$ cat src/rtl/tone_sequencer.sv
// tone_sequencer: queued note player that plays each note's tone, then its gap.
// Ports: clock, reset (async low), cmd_wr/cmd_data push, flush; tone, audio_en, busy, level, full, overflow, done.
module tone_sequencer #(
  parameter int DEPTH    = 16,
  parameter int TICK_DIV = 50000,
  parameter int CNT_W    = 5
) (
  input  logic             clock,
  input  logic             reset,
  input  logic             cmd_wr,
  input  logic [31:0]      cmd_data,
  input  logic             flush,
  output logic [3:0]       tone,
  output logic             audio_en,
  output logic             busy,
  output logic [CNT_W-1:0] level,
  output logic             full,
  output logic             overflow,
  output logic             done
);
  localparam int AW = (DEPTH > 1) ? $clog2(DEPTH) : 1;
  localparam int TW = (TICK_DIV > 1) ? $clog2(TICK_DIV) : 1;
  localparam logic [TW-1:0] TICK_LAST = TW'(TICK_DIV - 1);
  localparam logic [CNT_W-1:0] LVL_MAX = CNT_W'(DEPTH);

  typedef enum logic [1:0] {IDLE, PLAY, GAP} state_t;

  state_t           state_q, state_d;
  logic [AW-1:0]    rd_ptr_q, rd_ptr_d;
  logic [AW-1:0]    wr_ptr_q, wr_ptr_d;
  logic [CNT_W-1:0] level_q, level_d;
  logic             overflow_q, overflow_d;
  logic [TW-1:0]    tick_q, tick_d;
  logic [11:0]      ms_q, ms_d;
  logic [7:0]       gap_q, gap_d;
  logic [3:0]       tone_q, tone_d;
  logic             en_q, en_d;
  logic             done_q, done_d;

  logic [23:0] mem_q [DEPTH];
  logic [23:0] head;
  logic        tick_wrap, last_ms;
  logic        load, note_end, pop, push_ok;
  logic        unused_hi;

  assign head      = mem_q[rd_ptr_q];
  assign tick_wrap = (tick_q == TICK_LAST);
  assign last_ms   = tick_wrap && (ms_q == 12'd1);
  assign unused_hi = ^cmd_data[31:24];

  always_comb begin
    state_d    = state_q;
    rd_ptr_d   = rd_ptr_q;
    wr_ptr_d   = wr_ptr_q;
    level_d    = level_q;
    overflow_d = overflow_q;
    tick_d     = tick_q;
    ms_d       = ms_q;
    gap_d      = gap_q;
    tone_d     = tone_q;
    en_d       = en_q;
    done_d     = 1'b0;
    load       = 1'b0;
    note_end   = 1'b0;
    pop        = 1'b0;
    push_ok    = 1'b0;

    unique case (state_q)
      IDLE: load = (level_q != '0);
      PLAY: begin
        tick_d = tick_wrap ? '0 : tick_q + TW'(1);
        if (tick_wrap) ms_d = ms_q - 12'd1;
        if (last_ms) begin
          if (gap_q != 8'd0) begin
            state_d = GAP;
            ms_d    = {4'd0, gap_q};
            tick_d  = '0;
            tone_d  = '0;
            en_d    = 1'b0;
          end else begin
            note_end = 1'b1;
          end
        end
      end
      GAP: begin
        tick_d = tick_wrap ? '0 : tick_q + TW'(1);
        if (tick_wrap) ms_d = ms_q - 12'd1;
        // ms==0 here only on a dur=0/gap=0 pass-through
        if (ms_q == 12'd0 || last_ms) note_end = 1'b1;
      end
      default: state_d = IDLE;
    endcase

    if (note_end) begin
      if (level_q != '0) begin
        load = 1'b1;
      end else begin
        state_d = IDLE;
        tick_d  = '0;
        ms_d    = '0;
        tone_d  = '0;
        en_d    = 1'b0;
        done_d  = 1'b1;
      end
    end

    if (load) begin
      pop    = 1'b1;
      tick_d = '0;
      gap_d  = head[23:16];
      if (head[15:4] != 12'd0) begin
        state_d = PLAY;
        ms_d    = head[15:4];
        tone_d  = head[3:0];
        en_d    = (head[3:0] != 4'd0);
      end else begin
        state_d = GAP;
        ms_d    = {4'd0, head[23:16]};
        tone_d  = '0;
        en_d    = 1'b0;
      end
    end

    push_ok  = cmd_wr && ((level_q != LVL_MAX) || pop);
    if (cmd_wr && !push_ok) overflow_d = 1'b1;
    level_d  = level_q + CNT_W'(push_ok) - CNT_W'(pop);
    wr_ptr_d = wr_ptr_q + AW'(push_ok);
    rd_ptr_d = rd_ptr_q + AW'(pop);

    if (flush) begin
      state_d    = IDLE;
      rd_ptr_d   = '0;
      wr_ptr_d   = '0;
      level_d    = '0;
      overflow_d = 1'b0;
      tick_d     = '0;
      ms_d       = '0;
      tone_d     = '0;
      en_d       = 1'b0;
      done_d     = 1'b0;
      push_ok    = 1'b0;
    end
  end

  always_ff @(posedge clock or negedge reset) begin
    if (!reset) begin
      state_q    <= IDLE;
      rd_ptr_q   <= '0;
      wr_ptr_q   <= '0;
      level_q    <= '0;
      overflow_q <= 1'b0;
      tick_q     <= '0;
      ms_q       <= '0;
      gap_q      <= '0;
      tone_q     <= '0;
      en_q       <= 1'b0;
      done_q     <= 1'b0;
    end else begin
      state_q    <= state_d;
      rd_ptr_q   <= rd_ptr_d;
      wr_ptr_q   <= wr_ptr_d;
      level_q    <= level_d;
      overflow_q <= overflow_d;
      tick_q     <= tick_d;
      ms_q       <= ms_d;
      gap_q      <= gap_d;
      tone_q     <= tone_d;
      en_q       <= en_d;
      done_q     <= done_d;
    end
  end

  always_ff @(posedge clock) begin
    if (push_ok) mem_q[wr_ptr_q] <= cmd_data[23:0];
  end

  assign tone     = tone_q;
  assign audio_en = en_q;
  assign busy     = (state_q != IDLE);
  assign level    = level_q;
  assign full     = (level_q == LVL_MAX);
  assign overflow = overflow_q;
  assign done     = done_q;
endmodule

$ cat config.mk
export PLATFORM = sky130hd
export DESIGN_NAME = tone_sequencer
export DESIGN_NICKNAME = d
export VERILOG_FILES = /design/src/rtl/tone_sequencer.sv
export SDC_FILE = /design/constraint.sdc
export NUM_CORES = 1
export LEC_CHECK = 0
export BUFFER_PORTS_ARGS = -buffer_cell sky130_fd_sc_hd__buf_2
export CORE_MARGIN = 2
export CORE_UTILIZATION = 40
export CTS_BUF_LIST = sky130_fd_sc_hd__clkbuf_4
export CTS_CLUSTER_SIZE = 25
export DETAILED_ROUTE_END_ITERATION = 10
export PLACE_DENSITY_LB_ADDON = 0.15
export SETUP_SLACK_MARGIN = 0.1
export SYNTH_ARGS = -nofsm -noshare
export SYNTH_HDL_FRONTEND = slang
export SYNTH_SLANG_ARGS = --single-unit
$ cat constraint.sdc
create_clock -name clock -period 6.7 [get_ports clock]
set_clock_uncertainty 0.15 [all_clocks]
set_input_delay 0.67 -clock clock [delete_from_list [all_inputs] [get_ports clock]]
set_output_delay 0.67 -clock clock [all_outputs]
set_load 0.1 [all_outputs]
== Word level (Yosys, flattened, before mapping) ==
Memory sizes are Yosys's and may differ from the RTL's.
Cells that the tools add are included.
W data, S select, Z words.

* Equality and inequality tests: 6
* Mux-type cells: 60
* Reduce and logical (&&, ||, !) cells: 15
* Add/subtract/negate cells: 6

{| class="wikitable"
|+ Operators by type and width
! operator !! number
|-
| $mux W16 || 7
|-
| $mux W12 || 8
|-
| $mux W4 || 10
|-
| $pmux W16 S2 || 1
|-
| $pmux W12 S2 || 1
|-
| $mux W1 || 23
|-
| $add A16 B1 Y16 const B || 1
|-
| $eq A16 B16 Y1 const B || 1
|-
| $mux W2 || 7
|-
| $eq A12 B1 Y1 const B || 1
|-
| $logic_not A12 Y1 || 1
|-
| $reduce_bool A12 Y1 || 1
|-
| $sub A12 B1 Y12 const B || 1
|-
| $add A4 B1 Y4 || 2
|-
| $reduce_bool A8 Y1 || 1
|-
| $add A5 B1 Y5 || 1
|-
| $eq A5 B5 Y1 const B || 1
|-
| $mux W5 || 1
|-
| $ne A5 B5 Y1 const B || 1
|-
| $reduce_bool A5 Y1 || 1
|-
| $sub A5 B1 Y5 || 1
|-
| $pmux W2 S2 || 1
|-
| $reduce_bool A2 Y1 || 2
|-
| $reduce_bool A4 Y1 || 1
|-
| 8 further kinds || 11
|}

* Output and inout port bits: 14
* RAM bits: 384
* Memories: 1
* Word-level logic and storage cells: 99
* Input bits: 36
* Flip-flop bits (word level): 58

{| class="wikitable"
|+ Memory list
! memory !! depth !! bits a word !! rd ports !! clocked after memory_dff !! wr ports !! RTL line !! source
|-
| mem_q || 16 || 24 || 1 || 0 || 1 || 40 || <nowiki>logic [23:0] mem_q [DEPTH];</nowiki>
|}

== Depth between registers and ports, before layout ==
Gate-level depths: netlist of run 1.

* Depth after elaboration: 13
* Gate-level depth with buffers: 15
* Depth with buffers taken out: 14

== Worst setup path after synthesis of run 1 ==
No wires, ideal clock.

* Kind: flip-flop to flip-flop
* From: register level_q[3] (netlist: level[3])
* To: register level_q[4] (netlist: level[4])
* Slack: 515 ps
* Stages on the path, launching flop included: 13
* Clock period less this slack: 6,185 ps
* Library setup time: 78 ps
* Arrival time: 5,957 ps
* Required time: 6,472 ps
* Path buffers: 0
* Path through: dfrtp_1 inv_1 ha_1 nor4bb_1 nand4_1 nand2_1 o21ai_0 ha_1 fa_1 a21oi_1 nor2_1 or3_1 a21oi_1

* Cells in the longest elaborated chain, start to end: 10
* Elaborated cells between the ends (all ways): 11
* Classes of those cells: add/sub (2); eq/ne (1); mux (5); reduce/logical (3)

{| class="wikitable"
|+ RTL lines
! item !! RTL line !! source
|-
| from (decl) || 31 || <nowiki>logic [CNT_W-1:0] level_q, level_d;</nowiki>
|-
| from (signal assigned) || 162 || <nowiki>level_q <= level_d;</nowiki>
|-
| $reduce_bool A5 Y1 || 69, 95 ||
|-
| $mux W1 || 68 || <nowiki>unique case (state_q)</nowiki>
|-
| $mux W1 || 95 || <nowiki>if (level_q != '0) begin</nowiki>
|-
| $mux W1 || 94 || <nowiki>if (note_end) begin</nowiki>
|-
| $mux W1 || 107 || <nowiki>if (load) begin</nowiki>
|-
| $logic_or A1 B1 Y1 || 124 || <nowiki>push_ok = cmd_wr && ((level_q != LVL_MAX) || pop);</nowiki>
|-
| $logic_and A1 B1 Y1 || 124 ||
|-
| $add A5 B1 Y5 || 126 || <nowiki>level_d = level_q + CNT_W'(push_ok) - CNT_W'(pop);</nowiki>
|-
| $sub A5 B1 Y5 * || 126 ||
|-
| $mux W5 * || 130 || <nowiki>if (flush) begin</nowiki>
|-
| named net level_d[4] || 31 ||
|}

The timed path passes the listed nets; every way through them passes the cells marked *.
A chain may end at the register's enable or synchronous reset.

== Worst setup path after layout of run 1 ==
* From: register state_q[1]
* To: memory mem_q[12][20] (enable)

* Cells in the longest elaborated chain, start to end: 10
* Elaborated cells between the ends (all ways): 13
* Classes of those cells: eq/ne (2); mux (8); reduce/logical (3)

{| class="wikitable"
|+ RTL lines
! item !! RTL line !! source
|-
| from (decl) || 28 || <nowiki>state_t state_q, state_d;</nowiki>
|-
| from (signal assigned) || 159 || <nowiki>state_q <= state_d;</nowiki>
|-
| $logic_not A2 Y1 || 68 ||
|-
| $mux W1 || 68 ||
|-
| $mux W1 || 95 ||
|-
| $mux W1 * || 94 ||
|-
| $mux W1 * || 107 ||
|-
| $logic_or A1 B1 Y1 * || 124 ||
|-
| $logic_and A1 B1 Y1 * || 124 ||
|-
| $mux W1 * || 130 ||
|-
| $mux W1 * || 174 || <nowiki>if (push_ok) mem_q[wr_ptr_q] <= cmd_data[23:0];</nowiki>
|-
| $mux W1 (not written as such) * || 174 ||
|-
| to (decl) || 40 ||
|}

Every way passes the cells marked *; elsewhere a longest branch is shown, timed or not.

==> flow_metrics.env, run 1 <==
export IMPL_antenna_found_initial=2
export IMPL_post_cts_buffers=0
export IMPL_post_route_period_util_pct=69.50
export IMPL_grt_pass1_vias=10270
export IMPL_postCtsResizedCells=0
export IMPL_clkSinkCount=442
export IMPL_rr_worst_depth=11
export IMPL_crit_path_end_kind="flip-flop"
export IMPL_antenna_left=0
export IMPL_clock_latency_ns=0.87
export IMPL_tritoncts="yes"
export IMPL_drive_gt1_share_pct=33.28
export IMPL_cp_required_ns=7.01
export IMPL_final_util_pct=46.79
export IMPL_fin_crit_ns=4.656
export IMPL_nets=1161
export IMPL_layoutNonFillerInstCount=1800
export IMPL_p_leak_nw=6.956
export IMPL_setup_viol=0
export IMPL_die_y_um=216.8
export IMPL_ios=50
export IMPL_wl_mm=40.95
export IMPL_critPathLaunchType="flip-flop"
export IMPL_start_util_pct=40.77
export IMPL_cts_path_max_buffers=3
export IMPL_die_w_um=216.8
export IMPL_arrival_ns=4.96
export IMPL_fillers=3825
export IMPL_rows=77
export IMPL_setup_tns_ns=0
export IMPL_max_freq_mhz=214.8
export IMPL_register_area_sq_um=12990
export IMPL_io_buffers=41
export IMPL_fin_area_sq_um=20780
export IMPL_wire_per_inst_um=22.75
export IMPL_post_place_cells=1561
export IMPL_core_area_sq_um=44410
export IMPL_outcome="finished, final reports clean"
export IMPL_clock_root_buffer="clkbuf_4"
export IMPL_r2r_start="state_q[1]"
export IMPL_globalRouteOverflowTotal=0
export IMPL_grt_pass1_wl_mm=62.37
export IMPL_ys_seq_area_share_pct=71.70
export IMPL_min_to="mem_q[4][5]"
export IMPL_yosysWarningCount=0
export IMPL_worst_slew_pin_slew_ns=1.115
export IMPL_r2r_setup_slack_ns=2.04
export IMPL_place_gp_congestion=0.8354
export IMPL_power_density_nw_per_um2=357.3
export IMPL_drt_pre_antenna_iters=5
export IMPL_power_mw=7.425
export IMPL_num_vias=9645
export IMPL_synth_area_sq_um=18110
export IMPL_dieArea_sq_um=46980
export IMPL_hold_ws_ns=0.07766
export IMPL_grt_start_max_net_pins=69
export IMPL_setup_slack_ns=2.044
export IMPL_synth_net_count=999
export IMPL_cts_clk_slew_worst_paths_ns=0.06
export IMPL_synth_edf_count=384
export IMPL_netlist_instances=945
export IMPL_min_path_type="input pin to flip-flop"
export IMPL_hpwlAfterDp_mm=22.99
export IMPL_grt_setup_unrepaired="no"
export IMPL_maxCapViolations=0
export IMPL_htreeDepth=3
export IMPL_dpl_cell_area_sq_um=19090
export IMPL_cts_buffers=115
export IMPL_drc=0
export IMPL_cp_max_fo=20
export IMPL_area_growth_pct=14.77
export IMPL_hold_buffers=21
export IMPL_multi_input_area_sq_um=4871
export IMPL_synth_cell_type_count=77
export IMPL_peakVddDrop_mv=0.2442
export IMPL_hold_depth=1
export IMPL_critPathMaxStageDelay_ns=0.78
export IMPL_synthFlopType="edfxtp_1"
export IMPL_ys_seq_elements=442
export IMPL_slew_headroom_pct=25.65
export IMPL_crit_chain="inv_1, ha_1, nand2b_1, nor3_1, o2111ai_1, nand4_1, nand2_1, inv_1, nand2b_1, nor4b_2, buf_4"
export IMPL_avgSynthCellArea_sq_um=19.16
export IMPL_r2r_end="mem_q[12][20]"
export IMPL_async_reset_ff_share_pct=13.12
export IMPL_track_usage_pct=18.04
export IMPL_via_per_inst=5.358
export IMPL_min_delay_start="cmd_data[5]"
export IMPL_slew_violations=0
export IMPL_first_iter_violations=622
export IMPL_post_place_ws_ns=1.994
export IMPL_finalHoldViolCount=0
export IMPL_crit_slowest_cell="nor4b_2"
export IMPL_path_class="flip-flop to flip-flop"
[how the worst max path moves through the flow]
stage | start | slack (ns) | end
floorplan | level[3] | 0.52 | level[4]
CTS | state_q[1] | 2.00 | mem_q[12][20]
finish | state_q[1] | 2.04 | mem_q[12][20]
global route | state_q[1] | 1.59 | mem_q[12][20]
global placement | state_q[1] | 2.04 | mem_q[12][3]
detailed placement | state_q[1] | 1.99 | mem_q[12][3]
[per-layer routing]
| layer | GRT usage (%) | wire (um) |
|---|---|---|
| met1 | 24.33 | 18410 |
| met2 | 28.64 | 19770 |
| met3 | 4.305 | 1939 |
| met4 | 6.758 | 827 |
| met5 | 0 | 0 |
[cells by family after synthesis]
group / Yosys count / synth area share, %
buffers and inverters: 66 / 1.907
AND/OR/NAND/NOR: 183 / 5.715
multiplexers: 120 / 14.42
AO/OA/AOI/OAI: 90 / 3.711
XOR/XNOR: 26 / 1.258
flip-flops: 442 / 71.70
adder cells (fa/ha/maj): 18 / 1.285
[cell usage after synthesis (7+ instances only)]
| cell | n | area, sq um |
|---|---|---|
| a21oi_1 | 10 | 50.05 |
| a22oi_1 | 23 | 172.7 |
| buf_2 | 10 | 50.05 |
| clkbuf_1 | 18 | 67.56 |
| dfrtp_1 | 58 | 1451 |
| edfxtp_1 | 384 | 11530 |
| ha_1 | 17 | 212.7 |
| inv_1 | 23 | 86.33 |
| mux2_2 | 7 | 78.83 |
| mux4_2 | 112 | 2522 |
| nand2_1 | 26 | 97.59 |
| nand2b_1 | 7 | 43.79 |
| nand3_1 | 13 | 65.06 |
| nand4_1 | 11 | 68.82 |
| nor2_1 | 47 | 176.4 |
| nor2b_1 | 8 | 50.05 |
| nor3_1 | 19 | 95.09 |
| nor4_1 | 12 | 75.07 |
| o21ai_0 | 9 | 45.04 |
| xnor2_1 | 9 | 78.83 |
| xor2_1 | 17 | 148.9 |
[sequential cells by signal, indices dropped and copies added (netlist names)]
signal / cells
mem_q: 384
tick_q: 16
rd_ptr_q: 4
tone: 4
level: 5
overflow: 1
audio_en: 1
gap_q: 8
state_q: 2
wr_ptr_q: 4
done: 1
ms_q: 12
[cells in the final DEF (no fill, tap or decap), drive strengths merged, types with 5 or more instances in the layout]
cell,netlist,layout
edfxtp,384,384
clkbuf,22,171
mux4,112,112
buf,21,67
dfrtp,58,58
nor2,47,47
clkinv,0,37
nand2,26,26
inv,23,26
a22oi,23,23
dlygate4sd3,0,21
nor3,19,19
xor2,17,17
ha,17,17
nor4,15,15
o21ai,14,14
nand3,13,13
nand4,11,11
a21oi,10,10
xnor2,9,9
nor2b,8,8
nand2b,7,7
mux2,7,7
a31oi,7,7
diode,0,6
a22o,5,5
nor4b,5,5
or4,5,5
[power breakdown]
part / switching [mW] / internal, mW
clock network: 1.08 / 1.17
registers: 0.252 / 3.12
logic: 1.01 / 0.795
total: 2.34 / 5.08
[final cells by class]
cell class / instances / area share (%)
tap: 592 / 3.565
multi-input combinational: 437 / 23.44
timing repair buffer: 88 / 2.938
inverter: 23 / 0.4155
clock buffer: 171 / 6.178
antenna: 6 / 0.07225
clock inverter: 41 / 0.8791
sequential: 442 / 62.51
[worst max-delay path, delay by kind of cell, from the launching register on]
kind	cells	cell delay, ns
fa+ha+maj	1	0.72
simple gates	6	2.01
flops	1	0.40
buf+inv	3	0.72
compound gates	1	0.27
Note: power is estimated with default switching activity, not from simulation.
==> inputs of run 2 (changes only) <==
--- a/config.mk
+++ b/config.mk
@@ -5,6 +5,7 @@
 export SDC_FILE = /design/constraint.sdc
 export NUM_CORES = 1
 export LEC_CHECK = 0
+export ABC_AREA = 1
 export BUFFER_PORTS_ARGS = -buffer_cell sky130_fd_sc_hd__buf_2
 export CORE_MARGIN = 2
 export CORE_UTILIZATION = 40
==> constraint.sdc (replaced) <==
create_clock -name clock -period 4.8 [get_ports clock]
set_clock_uncertainty 0.15 [all_clocks]
set_input_delay 0.48 -clock clock [delete_from_list [all_inputs] [get_ports clock]]
set_output_delay 0.48 -clock clock [all_outputs]
set_load 0.1 [all_outputs]
==> run 2 against run 1 <==
Effect of this change:
- via count up 43%
- largest cell class unchanged
- non-clock buffer count up 16
- clock power up 50%
- utilization down 0.86 points
- sequential share of layout area down 4.4 points
- critical path depth up 2
==> flow_metrics.env, run 2 <==
export IMPL_tritoncts="yes"
export IMPL_synthDominantCellAreaShare_pct=58.76
export IMPL_grt_pass1_wl_mm=79.30
export IMPL_io_buffers=41
export IMPL_arrival_ns=4.12
export IMPL_synthFlopType="edfxtp_1"
export IMPL_met2_usage_pct=34.85
export IMPL_core_area_sq_um=48650
export IMPL_grt_start_max_net_pins=124
export IMPL_slew_headroom_pct=33.11
export IMPL_place_gp_congestion=0.8407
export IMPL_post_place_ws_ns=0.9903
export IMPL_critPathTopFamily="simple AND/OR/NAND/NOR gates"
export IMPL_synth_area_leaders="edfxtp_1 59%, dfrtp_1 7.4%, nand2_1 7.4%"
export IMPL_top_usage_layer="met2"
export IMPL_htreeDepth=3
export IMPL_peakVddDrop_mv=0.2418
export IMPL_power_density_nw_per_um2=524.2
export IMPL_final_cell_mix="385 x nand2_1, 384 x edfxtp_1, 248 x nor2_1"
export IMPL_cts_clk_slew_worst_paths_ns=0.06
export IMPL_area_growth_pct=13.85
export IMPL_die_y_um=225.5
export IMPL_register_area_sq_um=12990
export IMPL_postCtsResizedCells=0
export IMPL_cts_path_max_buffers=3
export IMPL_rr_worst_depth=13
export IMPL_path_class="flip-flop to flip-flop"
export IMPL_setup_slack_ns=1.004
export IMPL_nets=2017
export IMPL_start_util_pct=40.34
export IMPL_finalHoldViolCount=0
export IMPL_slew_violations=0
export IMPL_post_route_period_util_pct=79.08
export IMPL_outcome="finished, final reports clean"
export IMPL_track_usage_pct=20.86
export IMPL_grt_pass1_vias=13533
export IMPL_grt_setup_unrepaired="no"
export IMPL_largest_register_ffs=384
export IMPL_clkSinkCount=442
export IMPL_synth_net_count=1889
export IMPL_critPathMaxStageDelay_ns=0.52
export IMPL_drt_pre_antenna_iters=5
export IMPL_synth_most_common_cell="nand2_1"
export IMPL_synth_top_area_cell="edfxtp_1"
export IMPL_worst_slew_pin_slew_ns=1.001
export IMPL_ys_seq_elements=442
export IMPL_synth_cell_type_count=45
export IMPL_antenna_found_initial=2
export IMPL_cp_required_ns=5.13
export IMPL_synth_common_cells="385 x nand2_1, 384 x edfxtp_1, 254 x nor2_1"
export IMPL_wire_per_inst_um=19.23
export IMPL_layout_commonest_cell="nand2_1"
export IMPL_ys_seq_area_share_pct=66.16
export IMPL_yosysWarningCount=0
export IMPL_grt_met1_usage_pct=27.34
export IMPL_num_vias=13800
export IMPL_crit_chain="inv_1, ha_1, inv_1, nor3_1, nand4_1, nand2_2, nand2_4, nand3_1, nand2_1, inv_2, nand2_1, nor2_4, buf_4"
export IMPL_max_freq_mhz=263.5
export IMPL_cts_buffers=118
export IMPL_hpwlAfterDp_mm=27.80
export IMPL_first_iter_violations=1034
export IMPL_r2r_start="state_q[1]"
export IMPL_use_met3_pct=4.107
export IMPL_multi_input_area_sq_um=5658
export IMPL_hold_buffers=28
export IMPL_async_reset_ff_share_pct=13.12
export IMPL_fillers=4632
export IMPL_via_per_inst=5.145
export IMPL_setup_viol=0
export IMPL_top_register="mem_q"
export IMPL_setup_tns_ns=0
export IMPL_critPathLaunchType="flip-flop"
export IMPL_maxCapViolations=0
export IMPL_drive_gt1_share_pct=15.99
export IMPL_path_buf_inv=4
export IMPL_p_leak_nw=8.688
export IMPL_r2r_end="mem_q[12][10]"
export IMPL_synth_area_sq_um=19620
export IMPL_antenna_left=0
export IMPL_clock_latency_ns=0.88
export IMPL_dieArea_sq_um=50850
export IMPL_min_path_type="input pin to async pin"
export IMPL_fin_crit_ns=3.796
export IMPL_die_w_um=225.5
export IMPL_cp_max_fo=18
export IMPL_reg_top3="mem_q: 384 flops, tick_q: 16 flops, ms_q: 12 flops"
export IMPL_clock_root_buffer="clkbuf_4"
export IMPL_post_cts_buffers=0
export IMPL_r2r_setup_slack_ns=1.00
export IMPL_globalRouteOverflowTotal=0
export IMPL_netlist_instances=1835
export IMPL_drc=0
export IMPL_crit_path_end_kind="flip-flop"
export IMPL_rows=81
export IMPL_avgSynthCellArea_sq_um=10.69
export IMPL_crit_slowest_cell="nor2_4"
export IMPL_synth_edf_count=384
export IMPL_wl_mm=51.58
export IMPL_ios=50
==> run 2: cell count changes after synthesis, moves of 13 or more <==
cell and change:
a22oi_1 -23, o211ai_1 +39, buf_2 +25, nand2_1 +359, nor2_2 +13, nand3_1 +144, nor3_1 -13, mux4_2 -112
o221ai_1 +20, nor2_1 +207, inv_1 +113, clkbuf_1 +13, o21ai_0 +122
==> run 2: cells by family (layout without fill, tap and decap cells) <==
group	after synthesis	count (layout)	synth area share, %
xor gates and xnor gates	19	19	0.8480
DFF	442	442	66.16
and+or+nand+nor	870	870	18.92
adders and majority gates	18	18	1.186
buffers and inverters	243	465	5.496
AOI/OAI and AO/OA	243	243	7.390
other	0	3	0
==> run 2: worst max-delay path by stage <==
stage | start | to | cells after the start
floorplan | level[3] | level[4] | 16
global placement | state_q[1] | mem_q[12][10] | 13
detailed placement | state_q[1] | mem_q[12][10] | 13
CTS | state_q[1] | mem_q[12][21] | 13
global route | state_q[1] | mem_q[12][21] | 13
finish | state_q[1] | mem_q[12][10] | 13
==> run 2: layer usage <==
layer	part of all wire (%)	routed length, um
met1	44	22830
met2	49	25050
met3	5.2	2671
met4	2.0	1022
met5	0	0
==> run 2: report_power, final <==
part	switching, mW	internal (mW)	leakage [nW]
Clock	1.55	1.82	0.942
Sequential	0.187	4.36	4.22
Combinational	2.72	1.06	3.52
Total	4.46	7.25	8.69
==> run 2: through the flow <==
step                power, mW  hold slack, ns  instance area (sq um)  util, %  std cells
global placement        8.364          0.3844                  20490    42.12       2437
floorplan               7.449         0.03441                  19620        -       1835
global route            12.52          0.2018                  22340    45.93       2682
CTS                     11.84          0.1417                  22340    45.91       2679
finish                  11.71          0.1736                  22340    45.93       2682
detailed placement      8.403          0.3919                  20490    42.12       2437
==> run 2: tightest hold or removal path, stage by stage <==
cell and delay, ns:
dlygate4sd3_1 0.52, buf_2 0.09, buf_4 0.56
==> run 2: cell type report <==
cell class                 instances  area share, %
antenna                            3        0.03360
inverter                         147          2.498
timing repair buffer             104          3.517
clock buffer                     188          6.317
clock inverter                    26         0.6944
sequential                       442          58.13
multi-input combinational       1150          25.32
tap                              622          3.483
